`config.mk`:
```
export PLATFORM = sky130hd
export DESIGN_NAME = sr_frame_rx
export DESIGN_NICKNAME = d
export VERILOG_FILES = /design/src/rtl/sr_frame_rx.sv
export SDC_FILE = /design/constraint.sdc
export NUM_CORES = 1
export LEC_CHECK = 0
export ABC_AREA = 1
export ABC_CLOCK_PERIOD_IN_PS = 1800
export BUFFER_PORTS_ARGS = -buffer_cell sky130_fd_sc_hd__buf_2
export CAP_MARGIN = 20
export CORE_MARGIN = 3
export CORE_UTILIZATION = 51
export CTS_CLUSTER_SIZE = 14
export DETAILED_ROUTE_END_ITERATION = 6
export PLACE_DENSITY = 0.72
export SLEW_MARGIN = 20
export SYNTH_ARGS = -nofsm -noshare
export SYNTH_HDL_FRONTEND = slang
export SYNTH_SLANG_ARGS = --single-unit
```
`constraint.sdc`:
```
create_clock -name clk -period 1.8 [get_ports clk]
set_input_delay 0.09 -clock clk [delete_from_list [all_inputs] [get_ports clk]]
set_output_delay 0.09 -clock clk [all_outputs]
set_load 0.005 [all_outputs]
```
`src/rtl/sr_frame_rx.sv`:
```
// Serial frame receiver: start(1), DATA_W data bits LSB first, optional even parity, stop(0).
// Good words are held on a valid/ready port; parity, framing and overflow errors pulse for one clock.
module sr_frame_rx #(
    parameter int DATA_W    = 8,
    parameter bit PARITY_EN = 1'b1
) (
    input  logic              clk,
    input  logic              rst,
    input  logic              si,
    input  logic              bit_en,
    input  logic              out_ready,
    output logic [DATA_W-1:0] out_data,
    output logic              out_valid,
    output logic              par_err,
    output logic              frm_err,
    output logic              ovf
);
    localparam int CNT_W = $clog2(DATA_W);

    typedef enum logic [1:0] {IDLE, DATA, PARITY, STOP} state_t;

    state_t            state_reg, state_next;
    logic [CNT_W-1:0]  cnt_reg, cnt_next;
    logic [DATA_W-1:0] shreg_reg, shreg_next;
    logic              par_reg, par_next;
    logic [DATA_W-1:0] data_reg, data_next;
    logic              valid_reg, valid_next;
    logic              par_err_reg, par_err_next;
    logic              frm_err_reg, frm_err_next;
    logic              ovf_reg, ovf_next;
    logic              frame_par_bad;

    always_ff @(posedge clk or negedge rst) begin
        if (!rst) begin
            state_reg   <= IDLE;
            cnt_reg     <= '0;
            shreg_reg   <= '0;
            par_reg     <= 1'b0;
            data_reg    <= '0;
            valid_reg   <= 1'b0;
            par_err_reg <= 1'b0;
            frm_err_reg <= 1'b0;
            ovf_reg     <= 1'b0;
        end else begin
            state_reg   <= state_next;
            cnt_reg     <= cnt_next;
            shreg_reg   <= shreg_next;
            par_reg     <= par_next;
            data_reg    <= data_next;
            valid_reg   <= valid_next;
            par_err_reg <= par_err_next;
            frm_err_reg <= frm_err_next;
            ovf_reg     <= ovf_next;
        end
    end

    always_comb begin
        state_next    = state_reg;
        cnt_next      = cnt_reg;
        shreg_next    = shreg_reg;
        par_next      = par_reg;
        data_next     = data_reg;
        valid_next    = valid_reg;
        par_err_next  = 1'b0;
        frm_err_next  = 1'b0;
        ovf_next      = 1'b0;
        frame_par_bad = PARITY_EN ? (^shreg_reg ^ par_reg) : 1'b0;

        // Downstream drains the held word regardless of the bit strobe.
        if (valid_reg && out_ready) begin
            valid_next = 1'b0;
        end

        if (bit_en) begin
            case (state_reg)
                IDLE: begin
                    if (si) begin
                        state_next = DATA;
                        cnt_next   = '0;
                    end
                end
                DATA: begin
                    shreg_next = {si, shreg_reg[DATA_W-1:1]};
                    if (cnt_reg == CNT_W'(DATA_W - 1)) begin
                        cnt_next   = '0;
                        state_next = PARITY_EN ? PARITY : STOP;
                    end else begin
                        cnt_next = cnt_reg + 1'b1;
                    end
                end
                PARITY: begin
                    par_next   = si;
                    state_next = STOP;
                end
                STOP: begin
                    // A high stop bit is a framing error, never a new start.
                    state_next   = IDLE;
                    frm_err_next = si;
                    par_err_next = frame_par_bad;
                    if (!si && !frame_par_bad) begin
                        if (!valid_reg || out_ready) begin
                            data_next  = shreg_reg;
                            valid_next = 1'b1;
                        end else begin
                            ovf_next = 1'b1;
                        end
                    end
                end
                default: state_next = IDLE;
            endcase
        end
    end

    assign out_data  = data_reg;
    assign out_valid = valid_reg;
    assign par_err   = par_err_reg;
    assign frm_err   = frm_err_reg;
    assign ovf       = ovf_reg;
endmodule

```
==> reports/results.ini <==
[run_status]
status = completed

[worst_setup_path]
r2r_slack_ns = 0.13
crit-reg2reg-launch = state_reg[0]
crit_path_end_kind = flip-flop
setup.worst_path.class = reg2reg
start_kind = flip-flop
crit_required_ns = 2.00
reg2reg_depth = 7
crit_arrival_ns = 1.87
r2r-end = state_reg[0]
crit_fanout = 5
startpoint = state_reg[0]

[timing]
fmax_mhz = 599.7
hold_viol = 0
slew_headroom_pct = 61.66
fin_crit_ns = 1.667
rsz0062_at_grt = no
setup_viol = 0
final.period_utilization_pct = 92.63
setup_tns_ns = 0
skew_ns = 0.003245
tightest_slew_ns = 0.5751
final_max_slew_viol_count = 0

[layout]
n_fill_cell = 197
fin_nets = 181
final_common_cell = nand2_1
most-common-layout-cells = 51 x nand2_1, 26 x dfrtp_1, 17 x inv_1, 16 x buf_2, 14 x o21ai_0
drive_gt1_share_pct = 15.48
final_util_pct = 61.90
diodes = 0
syn2layout_area_growth_pct = 11.15

[detailed_routing]
route.top_layer_used = met4
wl_met2_um = 1188
dr.pass1.iters = 4
route.detailed.wl_per_inst_um = 11.98
wl_met3_um = 60
drt-initial-drc-count = 17
num_vias = 1008
drtAntennaViolNets = 0
wl_met1_um = 1081
totalWireLength_um = 2348
drc = 0
vias_per_cell = 5.143

[logic_synthesis]
synthDistinctLibCells = 20
synthesis.nets = 162
yosysSeqAreaShare_pct = 51.33
yosysWarnings = 0
synthCells = 150
syn_area_sq_um = 1267
ys_ff_latch = 26
syn_area_per_cell_sq_um = 8.450

[worst_hold_path]
worstHoldPathCells = 2
min-delay-start = bit_en
min_to = par_reg
hold_path.class = in2reg

[grt]
antenna_found_initial = 0
first_global_vias = 999
track_usage_pct = 16.73
grt-ovfl-total = 0
grt_pass1_wl_um = 4278
grt_max_degree = 27

[clocking]
cts_sinks = 26
cts_tree = built
ctsRootBufferMaster = clkbuf_4
clk_pin_slew_ns = 0.14
hold_buffers = 1
h-tree-depth = 1
cts_buffer_depth = 2
clk_latency_ns = 0.31
cts_resized = 0
cts_made_buffers = 3
cts_setup_buffers = 0

[floorplan]
start_util_pct = 55.69
fp.dieW_um = 55.85
die_h_um = 55.85
row_count = 17
core_sq_um = 2276
dieArea_sq_um = 3119
ios = 17

[place]
dp_hpwl_um = 1785
gp_congestion = 0.7767
portBuffers = 16

[power_and_ir_drop]
p_leak_nw = 0.8021
power_density_nw_per_um2 = 1565
ir_worst_vdd_uv = 877.4

[flow_run]
maxCapViolations = 0

==> stage by stage <==
| step | cell area [sq um] | std cells | setup slack [ns] | hold WS (ns) | power [mW] |
|---|---|---|---|---|---|
| after global routing | 1409 | 196 | 0.001928 | 0.006212 | 2.451 |
| after detailed placement | 1363 | 191 | 0.1439 | 0.1255 | 1.932 |
| final | 1409 | 196 | 0.1326 | 0.01282 | 2.205 |
| after floorplan | 1267 | 150 | 0.4380 | -0.2056 | 1.730 |
| after CTS | 1409 | 196 | 0.1322 | 0.004693 | 2.223 |
| after global placement | 1363 | 191 | 0.3086 | 0.1124 | 1.868 |
==> power by group <==
| group | leakage, nW | internal (mW) | total [mW] | switching (mW) |
|---|---|---|---|---|
| clock network | 0.0210 | 0.123 | 0.293 | 0.170 |
| logic | 0.440 | 0.340 | 0.947 | 0.607 |
| registers | 0.341 | 0.789 | 0.965 | 0.175 |
| total | 0.802 | 1.25 | 2.21 | 0.953 |
==> kinds of logic (layout without fill, tap and decap cells) <==
| group | count (synthesis) | in the layout | share of synthesized area [%] |
|---|---|---|---|
| compound gates | 19 | 19 | 7.799 |
| fa+ha+maj | 7 | 7 | 6.910 |
| buf+inv | 21 | 39 | 6.909 |
| xor+xnor | 1 | 1 | 0.6911 |
| simple gates | 76 | 76 | 26.36 |
| flops | 26 | 26 | 51.33 |
==> area by class of cell <==
type / count / area, sq um / share of cell area (%)
Inverter: 18 / 67.56 / 4.796
Tap cell: 28 / 35.03 / 2.487
Multi-Input combinational cell: 103 / 529.3 / 37.57
Clock buffer: 4 / 36.28 / 2.575
Timing Repair Buffer: 17 / 90.09 / 6.394
Sequential cell: 26 / 650.6 / 46.18
==> Yosys cell counts <==
library cell,n,share of area [%]
a21oi_1,3,1.2
a31oi_1,1,0.49
buf_2,1,0.39
buf_6,1,0.89
clkbuf_1,1,0.30
dfrtp_1,26,51
ha_1,7,6.9
inv_1,17,5.0
inv_2,1,0.30
nand2_1,51,15
nand2_2,2,0.99
nand3_1,6,2.4
nand3_2,1,0.79
nand4_1,8,3.9
nor2_1,6,1.8
nor2_2,1,0.49
nor2_4,1,0.89
o21ai_0,14,5.5
o31ai_1,1,0.59
xor2_1,1,0.69
==> worst max path at each step <==
stage                         to  slack [ns]  cells after the start
floorplan           state_reg[0]        0.44                      7
global placement     out_data[4]        0.31                     10
detailed placement  state_reg[0]        0.14                      7
CTS                 state_reg[0]        0.13                      7
global route        state_reg[0]       0.002                      7
finish              state_reg[0]        0.13                      7
==> layer usage <==
metal  GRT usage [%]  vias to the layer above
met2           28.21                       11
met4           4.746                        0
met5               0                        -
met3           2.784                        2
met1           22.24                      479
li1                -                      516
==> critical path: stages (launching register included) <==
cell and delay, ns:
dfrtp_1 0.43, inv_1 0.13, ha_1 0.19, inv_1 0.04, o21ai_0 0.37, a21oi_1 0.16
o21ai_0 0.12, o21ai_0 0.13
(Power assumes the default switching activity.)
